## config.mk

```make
export PLATFORM = sky130hd
export DESIGN_NAME = intel_iopll_reset_sequencer
export DESIGN_NICKNAME = d
export VERILOG_FILES = /design/src/rtl/intel_iopll_reset_seq_pkg.sv /design/src/rtl/intel_iopll_bit_sync.sv /design/src/rtl/intel_iopll_reset_sequencer.sv
export SDC_FILE = /design/constraint.sdc
export NUM_CORES = 1
export LEC_CHECK = 0
export CORE_MARGIN = 1
export CORE_UTILIZATION = 44
export CTS_CLUSTER_DIAMETER = 200
export DETAILED_ROUTE_END_ITERATION = 16
export GPL_TIMING_DRIVEN = 0
export SYNTH_ARGS = -nofsm -noshare
export SYNTH_HDL_FRONTEND = slang
export SYNTH_SLANG_ARGS = --single-unit
```

## constraint.sdc

```tcl
create_clock -name clk -period 2.67 [get_ports clk]
set_clock_uncertainty 0.2 [all_clocks]
set_input_delay 0.534 -clock clk [delete_from_list [all_inputs] [get_ports clk]]
set_output_delay 0.534 -clock clk [all_outputs]
set_load 0.005 [all_outputs]
```

## src/rtl/intel_iopll_reset_seq_pkg.sv

```systemverilog
// Shared types and helpers for the IOPLL reset sequencer.
package intel_iopll_reset_seq_pkg;

    typedef enum logic [1:0] {
        S_HOLD   = 2'd0,
        S_STABLE = 2'd1,
        S_DELAY  = 2'd2,
        S_RUN    = 2'd3
    } seq_state_t;

    localparam int LOSS_CNT_W = 8;

    // Width needed to hold the larger of two terminal counts.
    function automatic int cnt_width(input int a, input int b);
        int m;
        m = (a > b) ? a : b;
        return $clog2(m + 1);
    endfunction

endpackage

```

## src/rtl/intel_iopll_bit_sync.sv

```systemverilog
// Multi-flop single-bit synchronizer with asynchronous active-high reset to 0.
module intel_iopll_bit_sync #(
    parameter int STAGES = 3
) (
    input  logic clk,
    input  logic reset,
    input  logic d,
    output logic q
);

    logic [STAGES-1:0] sync_q;

    always_ff @(posedge clk or posedge reset) begin
        if (reset) begin
            sync_q <= '0;
        end else begin
            sync_q <= {sync_q[STAGES-2:0], d};
        end
    end

    assign q = sync_q[STAGES-1];

endmodule

```

## src/rtl/intel_iopll_reset_sequencer.sv

```systemverilog
// Turns the raw IOPLL locked indication into a qualified lock and a synchronously released reset.
// Optional saturating lock-loss counter enabled by IOPLL_LOCK_LOSS_COUNT_EN.
module intel_iopll_reset_sequencer
    import intel_iopll_reset_seq_pkg::*;
#(
    parameter int SYNC_STAGES    = 3,
    parameter int STABLE_CYCLES  = 1024,
    parameter int RELEASE_CYCLES = 16
) (
    input  logic                  clk,
    input  logic                  reset,
    input  logic                  locked_in,
    output logic                  reset_out,
    output logic                  locked_out,
    output logic [LOSS_CNT_W-1:0] lock_loss_count
);

    localparam int CNT_W = cnt_width(STABLE_CYCLES, RELEASE_CYCLES);
    localparam logic [CNT_W-1:0] STABLE_TERM  = CNT_W'(STABLE_CYCLES - 1);
    localparam logic [CNT_W-1:0] RELEASE_TERM = CNT_W'(RELEASE_CYCLES - 1);

    logic             lock_s;
    seq_state_t       state;
    logic [CNT_W-1:0] cnt;

    intel_iopll_bit_sync #(
        .STAGES(SYNC_STAGES)
    ) u_lock_sync (
        .clk  (clk),
        .reset(reset),
        .d    (locked_in),
        .q    (lock_s)
    );

    // Loss of lock is tested before the terminal count so it always wins.
    always_ff @(posedge clk or posedge reset) begin
        if (reset) begin
            state      <= S_HOLD;
            cnt        <= '0;
            reset_out  <= 1'b1;
            locked_out <= 1'b0;
        end else begin
            case (state)
                S_HOLD: begin
                    cnt        <= '0;
                    reset_out  <= 1'b1;
                    locked_out <= 1'b0;
                    if (lock_s) begin
                        state <= S_STABLE;
                    end
                end
                S_STABLE: begin
                    if (!lock_s) begin
                        state <= S_HOLD;
                        cnt   <= '0;
                    end else if (cnt == STABLE_TERM) begin
                        state      <= S_DELAY;
                        cnt        <= '0;
                        locked_out <= 1'b1;
                    end else begin
                        cnt <= cnt + CNT_W'(1);
                    end
                end
                S_DELAY: begin
                    if (!lock_s) begin
                        state      <= S_HOLD;
                        cnt        <= '0;
                        locked_out <= 1'b0;
                    end else if (cnt == RELEASE_TERM) begin
                        state     <= S_RUN;
                        cnt       <= '0;
                        reset_out <= 1'b0;
                    end else begin
                        cnt <= cnt + CNT_W'(1);
                    end
                end
                S_RUN: begin
                    if (!lock_s) begin
                        state      <= S_HOLD;
                        reset_out  <= 1'b1;
                        locked_out <= 1'b0;
                    end
                end
                default: begin
                    state      <= S_HOLD;
                    cnt        <= '0;
                    reset_out  <= 1'b1;
                    locked_out <= 1'b0;
                end
            endcase
        end
    end

`ifdef IOPLL_LOCK_LOSS_COUNT_EN
    logic [LOSS_CNT_W-1:0] loss_cnt;

    // Only a drop out of S_RUN counts; aborted qualifications do not.
    always_ff @(posedge clk or posedge reset) begin
        if (reset) begin
            loss_cnt <= '0;
        end else if (state == S_RUN && !lock_s && loss_cnt != '1) begin
            loss_cnt <= loss_cnt + LOSS_CNT_W'(1);
        end
    end

    assign lock_loss_count = loss_cnt;
`else
    assign lock_loss_count = '0;
`endif

endmodule

```

* Word-level counts from Yosys, hierarchy flattened *
Cells that the tools add are included.

operators by class
  add/subtract/negate cells = 1
  muxes and demuxes = 20
  reduce and logical (&&, ||, !) cells = 7
  eq/ne operators = 14

operators by type and width
  operator               count
  $mux 11                4
  $pmux 11 s3            1
  $mux 2                 6
  $add 11x1->11 const B  1
  $eq 11x10->1 const B   1
  $eq 11x4->1 const B    1
  $ne 2x2->1 const B     4
  $pmux 2 s4             1
  $reduce_and 4->1       2
  $mux 1                 6
  $ne 2x1->1 const B     3
  $ne 3x3->1 const B     2
  $pmux 1 s3             2
  $reduce_bool 3->1      2
  $eq 2x2->1 const B     2
  $reduce_and 3->1       1
  $eq 2x1->1 const B     1
  $logic_not 2->1        1
  $reduce_or 2->1        1

word-level totals
  output and inout bits = 10
  word-level logic and storage cells = 47
  bits in registers = 18

* Depth between registers and ports, before layout *
Gate-level depths: netlist of the first run.

  depth in word-level cells = 4
  gate-level depth with buffers = 7

* Hierarchy *
Synthesis of the first run repeated with hierarchy kept, for this count alone.

unflattened totals
  cell total of the unflattened synthesis = 123
  area, all modules = 1,112.3 sq um

modules (own cells, without submodules)
  module                       seq. area each (sq um)  instances  cells each  area each (sq um)
  intel_iopll_reset_sequencer  376.6                   1          119         1,033.5
  intel_iopll_bit_sync         75.1                    1          4           78.8

* Worst setup path before layout of the first run *
OpenSTA, ideal clock, no wires.

  path kind = register to register
  start point = register state[0]
  end point = register cnt[2]
  path slack = 905 ps
  cell stages (with the launch flop) = 7
  data arrival time = 1,433 ps
  cells stage by stage = dfrtp_1 > inv_1 > ha_1 > and2_1 > clkbuf_1 > a211oi_4 > nor3_1

between the ends
  word-level cells in the longest chain between the ends = 2
  elaborated cells on any way between the ends = 5
  those cells by class = 2 x eq/ne; 1 x mux; 2 x reduce/logical

RTL lines
  what                                                     line                               source
  start: declaration                                       intel_iopll_reset_sequencer.sv:23  seq_state_t state;
  start signal: assignment                                 intel_iopll_reset_sequencer.sv:38  state <= S_HOLD;
  start signal: assignment                                 intel_iopll_reset_sequencer.sv:49  state <= S_STABLE;
  start signal: assignment                                 intel_iopll_reset_sequencer.sv:54  state <= S_HOLD;
  $eq 2x2->1, or another cell as far along                 intel_iopll_reset_sequencer.sv:43  case (state)
  $pmux 11 s3 / $reduce_bool 3->1 (equally long branches)  n/a
  end signal: assignment                                   intel_iopll_reset_sequencer.sv:61  cnt <= cnt + CNT_W'(1);
  end signal: assignment                                   intel_iopll_reset_sequencer.sv:74  cnt <= cnt + CNT_W'(1);
  end: declaration                                         intel_iopll_reset_sequencer.sv:24  logic [CNT_W-1:0] cnt;

Parallel ways exist; a longest one is shown, timed or not.
A chain may end at the register's enable or synchronous reset.

* Worst setup path in the final report of the first run *
  start point = register reset_out
  end point = output port reset_out

RTL lines
  what                      line                               source
  start: declaration        intel_iopll_reset_sequencer.sv:13  output logic reset_out,
  start signal: assignment  intel_iopll_reset_sequencer.sv:40  reset_out <= 1'b1;
  start signal: assignment  intel_iopll_reset_sequencer.sv:46  reset_out <= 1'b1;
  start signal: assignment  intel_iopll_reset_sequencer.sv:72  reset_out <= 1'b0;

No word-level cell between the ends.

==> impl_metrics.tcl, run 1 <==
set metrics [dict create \
    die_h_um 54.5 \
    gr-usage-all-layers_pct 19.4 \
    post-route-period-util_pct 77.6 \
    crit_arrival_ns 1.34 \
    die_w_um 54.5 \
    min_path_cells 0 \
    r2r_slack_ns 0.61 \
    cts_sinks 18 \
    finalCriticalPeriod_ns 2.07 \
    antenna_found_initial 0 \
    cts_tree "yes" \
    final_cell_mix "dfrtp_1 (17), nand2_1 (10), inv_1 (9)" \
    htreeDepth 1 \
    hold_class "reg -> reg" \
    status "completed" \
    worst_pin_slew_ns 0.705 \
    dr.first_iter.drc_count 23 \
    r2r.worst_path.cells 7 \
    dr.pass1.iters 4 \
    grt_pass1_wl_um 4040 \
    start_util_pct 47.6 \
    holdPathEnd "u_lock_sync.sync_q[2]" \
    grt_pass1_vias 901 \
    setup_viol_count_final 0 \
    ir_drop_uv 463 \
    crit_required_ns 1.94 \
    end_kind "output port" \
    port_buffers 4 \
    cts_hold_buffers 0 \
    syn_area_sq_mm 0.00121 \
    crit_type "reg -> out" \
    slowest_delay_ns 0.55 \
    post_cts_buffers 0 \
    design.die.area_sq_mm 0.00297 \
    critPathMaxFanout 3 \
    leakagePower_nw 0.590 \
    vias 971 \
    place.gp.congestion 0.803 \
    min_from "u_lock_sync.sync_q[1]" \
    viasPerCell 5.55 \
    avgRoutedWirePerCell_um 13.0 \
    crit_path_cell_trace "clkdlybuf4s50_1" \
    cp.buffers_inverters 1 \
    final_common_cell "dfrtp_1" \
    reg2reg_from "state[0]" \
    hold_viol_final 0 \
    maxSlewHeadroom_pct 53.0 \
    synth-seq-area-share_pct 37.3 \
    syn_inst 130 \
    worstReg2RegEnd "cnt[1]" \
    fillerInstances 261 \
    cpLargestDelayFamily "flip-flops" \
    drc 0 \
    power.density_mw_per_mm2 671 \
    cts_resized 0 \
    post-route-util_pct 53.1 \
    fin_cells 175 \
    max_freq_ghz 0.482 \
    fin_nets 156 \
    gr-total-overflow 0 \
    hpwl_um 1690 \
    grt_max_degree 19 \
    root_buffer "clkbuf_4" \
    core_area_sq_mm 0.00254 \
    cts.clk_slew.worst_paths_ns 0.10 \
    place_inst 171 \
    layout-drive-gt1-share_pct 15.2 \
    synth_warnings 0 \
    routed_wirelength_um 2280 \
    areaGrowthSynthToFinish_pct 11.6 \
    io_pins 13 \
    tns_ns 0 \
    postSynthAreaPerCell_sq_um 9.33 \
    ant_nets 0 \
    cap_violations 0 \
    clock_latency_ns 0.32 \
    yosysUniqueCellTypes 41 \
    ys_ff_latch 18 \
    rsz0062_at_grt "false" \
    critPathLaunchType "flip-flop" \
    rows 18 \
    numCtsBuffers 3 \
    crit_slowest_cell "dfstp_2" \
    final_max_slew_viol_count 0 \
    n_antenna_cell 0 \
    cts_buffer_depth 2 \
]
==> metal layers <==
layer / track usage [%] / part of all wire [%]
met1: 25.9 / 50
met4: 5.13 / 1.1
met3: 5.83 / 3.2
met2: 30.3 / 45
met5: 0 / 0
==> kinds of logic after synthesis <==
| logic type | synth area share [%] |
|---|---|
| AOI/OAI and AO/OA | 18.2 |
| adders and majority gates | 7.22 |
| buffers and inverters | 9.39 |
| DFF | 37.3 |
| muxes | 4.13 |
| other | 0.309 |
| and+or+nand+nor | 23.5 |
==> layout make-up <==
class                   instances  area (sq um)  share of cell area (%)
inverters                       9          33.8                    2.50
well taps                      30          37.5                    2.78
repair buffers                  4          40.0                    2.96
multi-input cells              97           673                    49.8
clock buffers                   4          36.3                    2.68
plain buffers                  13          80.1                    5.92
flip-flops and latches         18           452                    33.4
==> state kept, by name (all words and copies together) (netlist names) <==
signal	flops
state	2
locked_out	1
reset_out	1
u_lock_sync.sync_q	3
cnt	11
==> how the worst max path moves through the flow <==
stage	cells after the start	slack, ns	from	end
4_1_cts	1	0.58	reset_out	reset_out
3_5_place_dp	7	0.65	state[0]	cnt[4]
2_1_floorplan	6	0.90	state[0]	cnt[2]
3_3_place_gp	7	0.69	state[0]	cnt[3]
5_1_grt	7	0.46	state[0]	cnt[6]
6_report	1	0.60	reset_out	reset_out
==> power breakdown <==
part	leakage, nW	internal (mW)	switching (mW)
Combinational	0.331	0.153	0.250
Clock	0.0210	0.0834	0.0952
Sequential	0.238	0.299	0.0273
Total	0.590	0.535	0.372
==> synthesized netlist by cell type <==
cell type,count,share of area (%)
a22oi_4,1,1.8
and4_4,1,0.93
dfstp_2,1,2.2
a22o_1,1,0.72
and2_1,1,0.52
conb_1,1,0.31
a31oi_4,1,1.8
mux2i_1,5,4.1
o21ai_1,1,0.41
a211oi_4,1,1.7
buf_2,1,0.41
a31oi_1,2,1.0
a21boi_0,1,0.62
nand4_1,4,2.1
o21ai_0,6,2.5
nor4b_1,1,0.72
o41ai_1,1,0.72
nand2_1,10,3.1
dfrtp_1,17,35
and3b_1,1,0.72
nor3_1,8,3.3
and3_2,1,0.62
buf_4,8,5.0
clkbuf_1,4,1.2
o221ai_1,2,1.4
and4b_1,1,0.83
a31oi_2,1,1.0
inv_1,9,2.8
nor2b_1,1,0.52
and3_1,2,1.0
nand3_1,5,2.1
nor4_1,1,0.52
ha_1,7,7.2
nor4_4,1,1.8
o2111ai_1,2,1.4
o211ai_1,1,0.62
a21oi_1,6,2.5
nor3b_1,1,0.62
or2_2,1,0.52
nand3b_1,2,1.2
nor2_1,8,2.5
==> per-stage QoR <==
stage	setup WS [ns]	area [sq um]	hold slack, ns	total power, mW
global route	0.465	1350	0.176	0.985
detailed placement	0.646	1320	0.137	0.734
CTS	0.579	1350	0.167	0.916
global placement	0.691	1320	0.136	0.728
finish	0.597	1350	0.164	0.907
floorplan	0.905	1240	0.131	0.652
Note: power is estimated with default switching activity, not from simulation.
==> run 2: changes to the inputs <==
- clock period: 2.67 -> 1.99 ns (I/O delays scaled with it)
==> run 2 against run 1 <==
Sequential share of layout area down 0.84 points. Total power up 41%. Largest cell class unchanged. Via count grew 0.72%. Count of clock-buffer cells in the layout unchanged.
==> impl_metrics.tcl, run 2 (same netlist as run 1, synthesis figures left out) <==
set metrics [dict create \
    dr.first_iter.drc_count 23 \
    crit_path_cell_trace "clkdlybuf4s50_1" \
    layout-drive-gt1-share_pct 20.5 \
    worst_pin_slew_ns 0.703 \
    hold_viol_final 0 \
    die_w_um 54.5 \
    startpoint "reset_out" \
    areaGrowthSynthToFinish_pct 14.4 \
    fin_nets 157 \
    place.gp.congestion 0.803 \
    clock_latency_ns 0.32 \
    slowest_delay_ns 0.55 \
    fin_ws_ns 0.0507 \
    grt_max_degree 19 \
    crit_arrival_ns 1.34 \
    multi_input_area_sq_um 692 \
    worst_hold_slack_ns 0.164 \
    register_area_sq_um 452 \
    regMostFlops "cnt" \
    min_from "u_lock_sync.sync_q[1]" \
    gr-usage-all-layers_pct 19.5 \
    cpLargestDelayFamily "flip-flops" \
    vias 978 \
    core_area_sq_mm 0.00254 \
    status "completed" \
    cts_tree "yes" \
    root_buffer "clkbuf_4" \
    largest_reg_flops 11 \
    final_max_slew_viol_count 0 \
    fillerInstances 256 \
    cp.buffers_inverters 1 \
    gr-total-overflow 0 \
    routed_wirelength_um 2310 \
    viasPerCell 5.56 \
    ir_drop_uv 663 \
    reg_top3 "cnt (11), u_lock_sync.sync_q (3), state (2)" \
    design.die.area_sq_mm 0.00297 \
    hpwl_um 1690 \
    critPathMaxFanout 3 \
    setup_viol_count_final 0 \
    n_antenna_cell 0 \
    start_util_pct 47.6 \
    htreeDepth 1 \
    max_freq_ghz 0.516 \
    cts_sinks 18 \
    port_buffers 4 \
    reg2reg_from "state[0]" \
    placed_cell_area_sq_mm 0.00132 \
    post-route-period-util_pct 97.5 \
    finalCriticalPeriod_ns 1.94 \
    final_common_cell "dfrtp_1" \
    drc 0 \
    leakagePower_nw 0.600 \
    crit_required_ns 1.39 \
    power.density_mw_per_mm2 920 \
    grt_pass1_vias 918 \
    antenna_found_initial 0 \
    critPathLaunchType "flip-flop" \
    rows 18 \
    crit_type "reg -> out" \
    final_cell_mix "dfrtp_1 (17), buf_4 (11), nand2_1 (10)" \
    crit_slowest_cell "dfstp_2" \
    ant_nets 0 \
    cap_violations 0 \
    cts_buffer_depth 2 \
    cts.clk_slew.worst_paths_ns 0.10 \
    dr.pass1.iters 4 \
    avgRoutedWirePerCell_um 13.1 \
    fin_area_sq_mm 0.00139 \
    io_pins 13 \
    die_h_um 54.5 \
    numCtsBuffers 3 \
    place_ws_ns -0.0335 \
    grt_pass1_wl_um 4080 \
    maxSlewHeadroom_pct 53.1 \
    end_kind "output port" \
    r2r_slack_ns 0.10 \
    hold_class "reg -> reg" \
]
## run 2: report_power, final
group | total, mW | leakage, nW | internal (mW) | switching, mW
Combinational | 0.605 | 0.341 | 0.247 | 0.358
Sequential | 0.432 | 0.238 | 0.401 | 0.0309
Clock | 0.241 | 0.0210 | 0.112 | 0.129
Total | 1.28 | 0.600 | 0.760 | 0.517
## run 2: what timing repair did
item,4_1_cts,5_1_grt
setup endpoints to repair,9,9
resized for setup,0,7
setup buffers,2,1
hold buffers,0,0
gates cloned,0,0
pin swaps,1,1
## run 2: final cells by class
cell class                 instances  area share, %
sequential                        18           32.6
multi-input combinational         97           49.9
inverter                           9           2.43
clock buffer                       4           2.61
tap                               30           2.71
timing repair buffer               7           4.51
buffer                            11           5.32
## run 2: per-stage QoR
step	instances	utilization [%]	setup TNS (ns)	power, mW
floorplan	137	-	0	0.874
global placement	171	51.7	0	0.977
detailed placement	171	51.7	-0.134	0.984
CTS	176	53.6	0	1.26
global route	176	54.5	-0.000257	1.38
finish	176	54.5	0	1.28
## run 2: final timing paths
check                      depth (start not counted)               endpoint
setup reg to reg                                   7                 cnt[3]
setup / recovery                                   1              reset_out
hold / removal                                     0  u_lock_sync.sync_q[2]
min in group asynchronous                          2                cnt[10]
hold reg to reg                                    0  u_lock_sync.sync_q[2]
max in group asynchronous                          2                 cnt[2]
## run 2: per-layer routing
metal | part of all wire (%) | wire, um | track usage, % | up-vias
met2 | 46 | 1050 | 30.9 | 15
met5 | 0 | 0 | 0 | -
met1 | 50 | 1160 | 25.7 | 471
met4 | 1.0 | 24 | 5.13 | 0
li1 | - | - | - | 489
met3 | 3.1 | 71 | 5.83 | 3
==> run 3: changes to the inputs <==
- SKIP_LAST_GASP: not set -> 1
==> run 3 against run 2 <==
Non-clock buffer count unchanged. Critical endpoint unchanged. Critical path type unchanged. Hold slack hardly changed. Global-route usage unchanged. Worst setup slack better by 0.0021 ns.
==> impl_metrics.tcl, run 3 (same netlist as run 1, synthesis figures left out) <==
set metrics [dict create \
    status "completed" \
    drc 0 \
    slowest_delay_ns 0.55 \
    fillerInstances 258 \
    clock_latency_ns 0.32 \
    antenna_found_initial 0 \
    largest_reg_flops 11 \
    numCtsBuffers 3 \
    vias 973 \
    gr-usage-all-layers_pct 19.5 \
    post-route-util_pct 54.1 \
    die_w_um 54.5 \
    design.die.area_sq_mm 0.00297 \
    crit_slowest_cell "dfstp_2" \
    place.gp.congestion 0.803 \
    rsz0062_at_grt "true" \
    grt_pass1_wl_um 4080 \
    worst_hold_slack_ns 0.164 \
    layout-drive-gt1-share_pct 20.5 \
    final_common_cell "dfrtp_1" \
    total_power_mw 1.27 \
    rows 18 \
    avgRoutedWirePerCell_um 13.1 \
    cts_sinks 18 \
    tns_ns 0 \
    dr.first_iter.drc_count 26 \
    cpLargestDelayFamily "flip-flops" \
    crit_type "reg -> out" \
    cts_buffer_depth 2 \
    critPathLaunchType "flip-flop" \
    cp.buffers_inverters 1 \
    ant_nets 0 \
    grt_pass1_vias 918 \
    final_max_slew_viol_count 0 \
    maxSlewHeadroom_pct 52.9 \
    critPathMaxFanout 3 \
    leakagePower_nw 0.600 \
    finalCriticalPeriod_ns 1.94 \
    grt_max_degree 19 \
    crit_arrival_ns 1.34 \
    end_kind "output port" \
    setup_viol_count_final 0 \
    ir_drop_uv 663 \
    n_antenna_cell 0 \
    start_util_pct 47.6 \
    dr.pass1.iters 4 \
    viasPerCell 5.53 \
    fin_nets 157 \
    reg_top3 "cnt (11), u_lock_sync.sync_q (3), state (2)" \
    hold_viol_final 0 \
    io_pins 13 \
    max_freq_ghz 0.516 \
    cts_tree "yes" \
    power.density_mw_per_mm2 919 \
    areaGrowthSynthToFinish_pct 13.6 \
    core_area_sq_mm 0.00254 \
    gr-total-overflow 0 \
    final_cell_mix "dfrtp_1 (17), buf_4 (11), nand2_1 (10)" \
    root_buffer "clkbuf_4" \
    hpwl_um 1690 \
    die_h_um 54.5 \
    worst_pin_slew_ns 0.705 \
    post-route-period-util_pct 97.3 \
    hold_class "reg -> reg" \
    crit_path_cell_trace "clkdlybuf4s50_1" \
    cap_violations 0 \
    cts_hold_buffers 0 \
    crit_required_ns 1.39 \
    routed_wirelength_um 2310 \
    port_buffers 4 \
    htreeDepth 1 \
    cts.clk_slew.worst_paths_ns 0.10 \
    regMostFlops "cnt" \
]
run 3: cell counts in the layout (fill, tap and decap cells not counted):
No cell type changed its count.
run 3: per-stage QoR:
stage,std cells,worst slack [ns],instance area [sq um]
finish,176,0.0528,1380
global route,176,-0.0192,1380
CTS,176,0.00167,1360
detailed placement,171,-0.0335,1320
global placement,171,0.0108,1320
floorplan,137,0.225,1240
run 3: routing by layer:
metal	GRT usage (%)	part of all wire, %	up-vias
met4	5.13	1.0	0
met5	0	0	-
li1	-	-	487
met1	25.7	50	467
met2	30.9	46	15
met3	5.83	3.2	4
run 3: layout make-up:
type / instances / area, sq um / area share, %
Clock buffer: 4 / 36.3 / 2.63
Tap cell: 30 / 37.5 / 2.72
Timing Repair Buffer: 7 / 62.6 / 4.54
Inverter: 9 / 33.8 / 2.45
Sequential cell: 18 / 452 / 32.8
Multi-Input combinational cell: 97 / 682 / 49.5
Buffer: 11 / 73.8 / 5.36
run 3: path summary, 6_finish.rpt:
path | to | slack (ns) | depth (start not counted) | from
max | reset_out | 0.05 | 1 | reset_out
min | u_lock_sync.sync_q[2] | 0.16 | 0 | u_lock_sync.sync_q[1]
max reg2reg | cnt[3] | 0.11 | 7 | state[0]
min reg2reg | u_lock_sync.sync_q[2] | 0.16 | 0 | u_lock_sync.sync_q[1]
max in group asynchronous | cnt[2] | 0.85 | 2 | reset
min in group asynchronous | cnt[10] | 0.27 | 2 | reset
run 3: where the power goes:
| part | switching, mW | total (mW) | internal (mW) |
|---|---|---|---|
| Clock | 0.127 | 0.239 | 0.112 |
| Combinational | 0.356 | 0.601 | 0.244 |
| Sequential | 0.0256 | 0.427 | 0.401 |
run 3: what timing repair did:
action,CTS,global route
setup buffers,2,1
pin swaps,1,1
gates resized for setup,0,6
setup endpoints to repair,9,9
